### config.mk
export PLATFORM = sky130hd
export DESIGN_NAME = dense_layer_sequencer
export DESIGN_NICKNAME = d
export VERILOG_FILES = /design/src/rtl/dense_seq_pkg.sv /design/src/rtl/requant_unit.sv /design/src/rtl/dense_layer_sequencer.sv
export SDC_FILE = /design/constraint.sdc
export NUM_CORES = 2
export LEC_CHECK = 0
export ABC_AREA = 1
export CAP_MARGIN = 20
export CORE_ASPECT_RATIO = 2
export CORE_UTILIZATION = 40
export DETAILED_ROUTE_END_ITERATION = 12
export GPL_TIMING_DRIVEN = 0
export PLACE_DENSITY_LB_ADDON = 0.25
export SETUP_SLACK_MARGIN = 0.02
export SYNTH_ARGS = -nofsm -noshare
export SYNTH_HDL_FRONTEND = slang
export SYNTH_HIERARCHICAL = 1
export SYNTH_SLANG_ARGS = --single-unit
### constraint.sdc
create_clock -name i_clk -period 22.4 [get_ports i_clk]
set_input_delay 4.48 -clock i_clk [delete_from_list [all_inputs] [get_ports i_clk]]
set_output_delay 4.48 -clock i_clk [all_outputs]
set_load 0.02 [all_outputs]
### src/rtl/dense_seq_pkg.sv
// dense_seq_pkg: shared state encoding, default widths and arithmetic widths for the dense layer sequencer
package dense_seq_pkg;
  typedef enum logic [2:0] {IDLE, MAC, BIAS, QUANT, WRITE, DONE} state_t;
  localparam int IN_AW_D = 10;
  localparam int OUT_AW_D = 7;
  localparam int W_AW_D = 17;
  localparam int ACC_W = 32;
  localparam int PROD_W = 64;
endpackage

### src/rtl/requant_unit.sv
// requant_unit: combinational ReLU, fixed-point rescale with rounding and output zero point
// SATURATE_OUTPUT_EN clamps the result to int8 instead of keeping the low 8 bits
module requant_unit import dense_seq_pkg::*; (
  input  logic [ACC_W-1:0] acc,
  input  logic             no_relu,
  input  logic [31:0]      quant_mult,
  input  logic [7:0]       quant_shift,
  input  logic [7:0]       output_zp,
  output logic [7:0]       result
);
  logic signed [ACC_W-1:0] r;
  logic signed [9:0] ts;
  logic signed [PROD_W-1:0] p, q;
`ifdef SATURATE_OUTPUT_EN
  logic signed [PROD_W-1:0] s;
`endif
  always_comb begin
    r = (no_relu || !acc[ACC_W-1]) ? $signed(acc) : '0;
    ts = 10'sd31 - $signed({{2{quant_shift[7]}}, quant_shift});
    p = PROD_W'(r) * PROD_W'($signed(quant_mult)) + ((ts > 10'sd0) ? (64'sd1 <<< (ts - 10'sd1)) : 64'sd0);
    // a negative total shift scales up rather than down
    q = ts[9] ? (p <<< (-ts)) : (p >>> ts);
`ifdef SATURATE_OUTPUT_EN
    s = q + PROD_W'($signed(output_zp));
    result = (s > 64'sd127) ? 8'h7f : (s < -64'sd128) ? 8'h80 : s[7:0];
`else
    result = 8'(q + PROD_W'($signed(output_zp)));
`endif
  end
endmodule

### src/rtl/dense_layer_sequencer.sv
// dense_layer_sequencer: sequences one quantized fully-connected layer over external RAMs and multiplier
// Build option SATURATE_OUTPUT_EN selects int8 saturation in requant_unit
module dense_layer_sequencer import dense_seq_pkg::*; #(
  parameter int IN_AW = IN_AW_D,
  parameter int OUT_AW = OUT_AW_D,
  parameter int W_AW = W_AW_D
) (
  input  logic              i_clk,
  input  logic              i_rst_n,
  input  logic              i_start,
  input  logic [IN_AW:0]    i_n_in,
  input  logic [OUT_AW:0]   i_n_out,
  input  logic              i_no_relu,
  input  logic [7:0]        i_input_zp,
  input  logic [7:0]        i_filter_zp,
  input  logic [7:0]        i_output_zp,
  input  logic [31:0]       i_quant_mult,
  input  logic [7:0]        i_quant_shift,
  output logic [IN_AW-1:0]  o_act_addr,
  input  logic [7:0]        i_act_data,
  output logic [W_AW-1:0]   o_wgt_addr,
  input  logic [7:0]        i_wgt_data,
  output logic [OUT_AW-1:0] o_bias_addr,
  input  logic [31:0]       i_bias_data,
  output logic [15:0]       o_mul_a,
  output logic [15:0]       o_mul_b,
  input  logic [31:0]       i_mul_p,
  output logic              o_out_we,
  output logic [OUT_AW-1:0] o_out_addr,
  output logic [7:0]        o_out_data,
  output logic              o_busy,
  output logic              o_done
);
  state_t state, nxt;
  logic [IN_AW+1:0] k, n_in_x;
  logic [IN_AW:0] n_in;
  logic [OUT_AW:0] n_out, j;
  logic [W_AW-1:0] wbase;
  logic [ACC_W-1:0] acc;
  logic [31:0] mult;
  logic [7:0] izp, fzp, ozp, shift, res, rq;
  logic no_relu, issue, v1, v2;
  assign n_in_x = (IN_AW+2)'(n_in);
  assign issue = (state == MAC) && (k < n_in_x);
  assign o_act_addr = issue ? k[IN_AW-1:0] : '0;
  assign o_wgt_addr = issue ? wbase + W_AW'(k) : '0;
  assign o_bias_addr = j[OUT_AW-1:0];
  assign o_out_we = state == WRITE;
  assign o_out_addr = o_out_we ? j[OUT_AW-1:0] : '0;
  assign o_out_data = o_out_we ? res : '0;
  assign o_busy = state != IDLE;
  assign o_done = state == DONE;
  requant_unit u_requant (
    .acc(acc), .no_relu(no_relu), .quant_mult(mult), .quant_shift(shift),
    .output_zp(ozp), .result(rq)
  );
  always_comb begin
    nxt = state;
    case (state)
      IDLE:    nxt = !i_start ? IDLE : (i_n_out == '0) ? DONE : MAC;
      MAC:     nxt = (k == n_in_x + (IN_AW+2)'(1)) ? BIAS : MAC;
      BIAS:    nxt = QUANT;
      QUANT:   nxt = WRITE;
      WRITE:   nxt = (j + (OUT_AW+1)'(1) == n_out) ? DONE : MAC;
      default: nxt = IDLE;
    endcase
  end
  always_ff @(posedge i_clk or negedge i_rst_n) begin
    if (!i_rst_n) begin
      state <= IDLE;
      {k, n_in, n_out, j, wbase, acc, mult, izp, fzp, ozp, shift, res, no_relu, v1, v2} <= '0;
      o_mul_a <= '0;
      o_mul_b <= '0;
    end else begin
      state <= nxt;
      v1 <= issue;
      v2 <= v1;
      // operands form one cycle after the address, the product is accumulated one cycle later
      if (v1) begin
        o_mul_a <= {{8{i_act_data[7]}}, i_act_data} - {{8{izp[7]}}, izp};
        o_mul_b <= {{8{i_wgt_data[7]}}, i_wgt_data} - {{8{fzp[7]}}, fzp};
      end
      case (state)
        IDLE: if (i_start) begin
          {n_in, n_out, no_relu, izp, fzp, ozp, mult, shift} <= {i_n_in, i_n_out, i_no_relu, i_input_zp,
            i_filter_zp, i_output_zp, i_quant_mult, i_quant_shift};
          {j, acc, k, wbase} <= '0;
        end
        MAC: begin
          k <= k + 1'b1;
          if (v2) acc <= acc + i_mul_p;
        end
        BIAS:  acc <= acc + i_bias_data;
        QUANT: res <= rq;
        WRITE: begin
          j <= j + 1'b1;
          k <= '0;
          acc <= '0;
          wbase <= wbase + W_AW'(n_in);
        end
        default: ;
      endcase
    end
  end
endmodule

* After elaboration in Yosys (flattened, before gate mapping) *
Cells that the tools add are included.
Widths: inputs -> output; s select.

word-level totals
  bits in registers = 198
  bits of input ports = 167
  output and inout port bits = 84
  logic and storage cells = 81

operators by class
  add/subtract/negate cells = 14
  $mul = 1
  order comparisons = 2
  equality and inequality tests = 9
  shift operators = 3
  mux-type cells = 21
  reductions and logical operators = 13

operators with widths
  kind                    count
  $pmux 32 s4             1
  $mux 32                 3
  $add 32x32->32          2
  $add 64x64->64          1
  $mul 32x32->64          1
  $mux 64                 1
  $sshl 2x10->64 const A  1
  $sshl 64x10->8          1
  $sshr 64x10->8          1
  $pmux 12 s3             1
  $mux 17                 2
  $pmux 17 s2             1
  $mux 8                  3
  $sub 8x8->9             2
  $add 17x11->17          1
  $add 17x12->17          1
  $pmux 8 s2              1
  $pmux 3 s5              1
  $add 11x1->12 const B   1
  $add 12x1->12 const B   1
  $eq 12x12->1            1
  $lt 12x11->1            1
  $mux 12                 1
  $gt 10x1->1 const B     1
  24 further kinds        32

* Longest topological paths before layout *
  depth after elaboration = 8
  gate-level depth with buffers = 71

* Modules after synthesis *
Netlist, hierarchy kept.

modules (own cells, without submodules)
  module                 instances  cells an instance  area an instance (um^2)  sequential area each (um^2)
  requant_unit           1          5854               45302.2                  0.0
  dense_layer_sequencer  1          1863               12998.7                  4604.4

* Worst setup path before layout *
No wires, ideal clock.

  path kind = reg-to-reg
  start point = register acc[31]
  end point = register res[7]
  library setup time = 0.132 ns
  data arrival time = 10.805 ns
  path slack = 11.463 ns
  cell stages (with the launch flop) = 58
  buffers on the path = 3
  period minus slack after synthesis = 10.937 ns
  cell sequence = dfrtp_1 nand2_1 clkbuf_1 nor2_1 inv_1 fa_1 inv_1 fa_1 inv_1 fa_1 inv_1 fa_1 inv_1 fa_1 fa_1 inv_1 fa_1 inv_1 [... 22 more ...] nand3_1 nand3_1 nand2_1 nand2_1 ha_1 a21oi_1 nand2_1 a21oi_1 nor2_1 nor2_1 o21ai_0 a21o_1 xor2_1 inv_1 nand3_1 nand2_1 nand2_1 o21ai_0

between the ends
  longest elaborated chain between the ends = 8

RTL lines
  item                                              line                         RTL
  start: declaration                                dense_layer_sequencer.sv:39  logic [ACC_W-1:0] acc;
  start signal: assignment                          dense_layer_sequencer.sv:91  if (v2) acc <= acc + i_mul_p;
  start signal: assignment                          dense_layer_sequencer.sv:93  BIAS: acc <= acc + i_bias_data;
  $logic_not 1->1                                   requant_unit.sv:18           r = (no_relu || !acc[ACC_W-1]) ? $signed(acc) : '0;
  $logic_or 1x1->1                                  requant_unit.sv:18
  $mux 32 (*)                                       requant_unit.sv:18
  $mul 32x32->64 (*)                                requant_unit.sv:20           p = PROD_W'(r) * PROD_W'($signed(quant_mult)) + ((ts > 10'sd0) ? (64'sd1 <<< (ts - 10'sd1)) : 64'sd0);
  $add 64x64->64 (*)                                requant_unit.sv:20
  $sshr 64x10->8 or $sshl 64x10->8 (tied branches)  requant_unit.sv:22           q = ts[9] ? (p <<< (-ts)) : (p >>> ts);
  $mux 8 (*)                                        requant_unit.sv:22
  $add 8x8->8 (*)                                   requant_unit.sv:27           result = 8'(q + PROD_W'($signed(output_zp)));
  net rq[7]                                         dense_layer_sequencer.sv:41  logic [7:0] izp, fzp, ozp, shift, res, rq;
  end signal: assignment                            dense_layer_sequencer.sv:94  QUANT: res <= rq;
  end: declaration                                  dense_layer_sequencer.sv:41

The timed path passes the listed nets; every way through them passes the cells marked *.
A chain may end at the register's enable or synchronous reset.

* Final worst setup path *
  start point = register shift[5]
  end point = register res[7]

between the ends
  longest elaborated chain between the ends = 8

RTL lines
  item                                              line                         RTL
  start: declaration                                dense_layer_sequencer.sv:41
  start signal: assignment                          dense_layer_sequencer.sv:85  {n_in, n_out, no_relu, izp, fzp, ozp, mult, shift} <= {i_n_in, i_n_out, i_no_relu, i_input_zp,
  $sub 6x8->9 (*)                                   requant_unit.sv:19           ts = 10'sd31 - $signed({{2{quant_shift[7]}}, quant_shift});
  $sub 10x2->10                                     requant_unit.sv:20
  $sshl 2x10->64                                    requant_unit.sv:20
  $mux 64                                           requant_unit.sv:20
  $add 64x64->64                                    requant_unit.sv:20
  $sshr 64x10->8 or $sshl 64x10->8 (tied branches)  requant_unit.sv:22
  $mux 8 (*)                                        requant_unit.sv:22
  $add 8x8->8 (*)                                   requant_unit.sv:27
  net rq[7]                                         dense_layer_sequencer.sv:41

Marks and branches as above.

==> flow_summary.yaml <==
route:
  drtAntennaViolNets: 0
  viasPerCell: 5.36
  drtPass1Iterations: 6
  routed_wirelength_um: 268000
  drt_iter0_drc: 3441
  vias: 53151
  routedWlPerCell_um: 27.0
  drc: 0
layout:
  finalNetCount: 9708
  area_growth_syn_to_layout_pct: 9.95
  drive_above_1_share_pct: 2.71
  final_cells: 9917
placement:
  gp_congestion: 1.06
  dp_hpwl_um: 235000
  port-buffer-count: 250
  dp_cells: 9871
  post-place-ws_ps: 7740
setup_path:
  critPathLaunchType: "flip-flop"
  crit_fanout: 11
  r2r_start: "shift[5]"
  r2r-end: "res[7]"
  end_kind: "flip-flop"
  ff2ff_setup_slack_ps: 6920
  ff2ff_path_depth: 60
  critical_path.most_common_cell: "nand2_1"
  cpPeakStageDelay_ps: 1050
  worst_path_max_delay_cell: "nand3_1"
  required_ps: 22820
  critPathArrivalTime_ps: 15900
  worstSetupPathType: "flip-flop to flip-flop"
synthesis:
  synth.top_cell.area_share_pct: 41.8
  synth-edff-count: 0
  syn-num-nets: 9420
  synth_top_cell_by_area: "fa_1"
  synth-seq-area-share_pct: 7.90
  ys_top_cells_by_area: "fa_1 (42%), nand2_1 (13%), inv_1 (11%)"
  synth_cells: 7717
  syn_area_um2: 58300
  synthArstFlopShare_pct: 100
  ys_warn_count: 6
  synth_area_per_cell_um2: 7.55
  synth_ff_type: "dfrtp_1"
  synth.distinct_cells: 54
  synth.ff_latch_count: 184
sta:
  setup_viol: 0
  relSlewSlack_pct: 9.01
  fmaxAchievable_ghz: 0.0646
  fin_tns_setup_ps: 0
  post-route-worst-setup-slack_ps: 6920
  period_needed_ps: 15480
  fin_crit_sh_pct: 69.1
  worst_slew_pin_slew_ps: 1360
  drv_slew: 0
  rsz0062_at_grt: "no"
  hold_viol_final: 0
  skew_ps: 36.6
cts:
  ctsResizeCount: 0
  cts_post_setup_buffers_inserted: 0
  h-tree-depth: 4
  holdBufCountCts: 0
  cts.sinks: 184
  cts_tree: "yes"
  path_clk_slew_ps: 90
  clockBufferDepth: 2
  insertion_delay_ps: 570
  cts-buffers-inserted: 17
  clock-root-buffer: "clkbuf_16"
flow_run:
  maxCapViolations: 0
floorplan:
  die_area_um2: 147000
  fp-row-count: 197
  io_pins: 251
  die_h_um: 542
  die_w_um: 272
  start_util_pct: 40.4
  coreArea_um2: 144000
grt:
  antenna_found_initial: 4
  grt_pass1_vias: 57414
  grt_overflow: 0
  grt_max_degree: 95
  grt_pass1_wl_um: 387000
  grt_usage_pct: 37.2
min_path:
  holdPathStages: 0
  hold_path_class: "flip-flop to flip-flop"
  min_from: "v1"
  hold_end: "v2"
outcome:
  status: "completed"
## synth_stat cells, types with 3 or more instances
cell	n
and3_1	5
xor2_1	41
nand3_1	566
nand3_2	7
o211ai_1	15
o21bai_1	5
buf_2	26
a31oi_1	10
fa_1	1216
a21o_1	18
o2111ai_1	4
a21boi_0	5
a21oi_2	6
nand2_1	1962
clkbuf_1	216
inv_2	24
nand4_1	69
and2_1	3
nor2_2	4
a21oi_1	188
ha_1	320
clkinv_1	23
nor3_1	39
dfrtp_1	184
nand3b_1	12
buf_4	31
xnor2_1	31
mux2_2	31
nor2_1	565
buf_6	7
inv_1	1760
o22ai_1	11
or2_2	11
o21a_1	3
a22o_1	3
nand2_2	6
o21ai_0	212
buf_1	34
nor4_1	8
o21ai_1	15
## kinds of logic after synthesis
| kind of cell | after synthesis | share of synthesized area [%] |
|---|---|---|
| AND/OR/NAND/NOR | 3266 | 23.0 |
| flip-flops | 184 | 7.90 |
| AO/OA/AOI/OAI | 504 | 4.71 |
| adder cells (fa/ha/maj) | 1536 | 48.6 |
| buffers and inverters | 2123 | 14.0 |
| XOR/XNOR | 72 | 1.08 |
| multiplexers | 32 | 0.616 |
## per-layer routing
metal	up-vias	track usage, %	wire length, µm	part of all wire [%]
met5	-	0	11	0.0041
met4	2	40.0	35600	13
li1	23462	-	-	-
met3	987	5.19	12000	4.5
met2	2161	67.8	139000	52
met1	26539	33.7	80900	30
## through the flow
step	utilization [%]	cell area, µm²	hold WS, ps
final	44.4	64100	450
after global routing	44.4	64100	466
after CTS	44.3	64000	454
after detailed placement	43.9	63400	436
after global placement	43.7	63200	439
after floorplan	-	58300	379
## worst max path at each step
stage,start,end,slack [ps]
after floorplan,acc[31],res[7],11460
after global placement,acc[31],res[7],7120
after detailed placement,shift[5],res[7],7740
after CTS,shift[5],res[7],7680
after global routing,shift[5],res[7],6620
final,shift[5],res[7],6920
## layout make-up
class / instances / area [µm²]
Antenna cell: 9 / 22.5
Clock inverter: 15 / 195
Fill cell: 15140 / 80300
Sequential cell: 184 / 4600
Timing Repair Buffer: 269 / 2780
Inverter: 1808 / 6790
Multi-Input combinational cell: 5410 / 45500
Tap cell: 1890 / 2360
Buffer: 315 / 1400
Clock buffer: 17 / 425
## cell usage in the layout, fill, tap and decap left out, drive strengths merged, types with 117 or more instances in the layout
cell type      instances
clkbuf               235
nor2                 571
o21ai                227
nand2               1969
clkdlybuf4s50        249
dfrtp                184
ha                   320
a21oi                194
nand3                574
buf                  117
fa                  1216
inv                 1791
## worst max-delay path, delay by kind of cell (launching register included)
kind	cells	cell delay, ps
simple gates	29	6280
fa+ha+maj	11	5010
compound gates	8	2070
buf+inv	10	1080
xor+xnor	2	510
flops	1	360
## state kept, by name, summed over array words and instances (netlist names), 9 cells and up
signal	cells
o_mul_b	9
mult	32
k	12
wbase	17
o_mul_a	9
acc	32
n_in	11
Power is left out: the tool's default activity adds up to more than one toggle a clock period on the data nets, which glitch-free logic cannot reach.
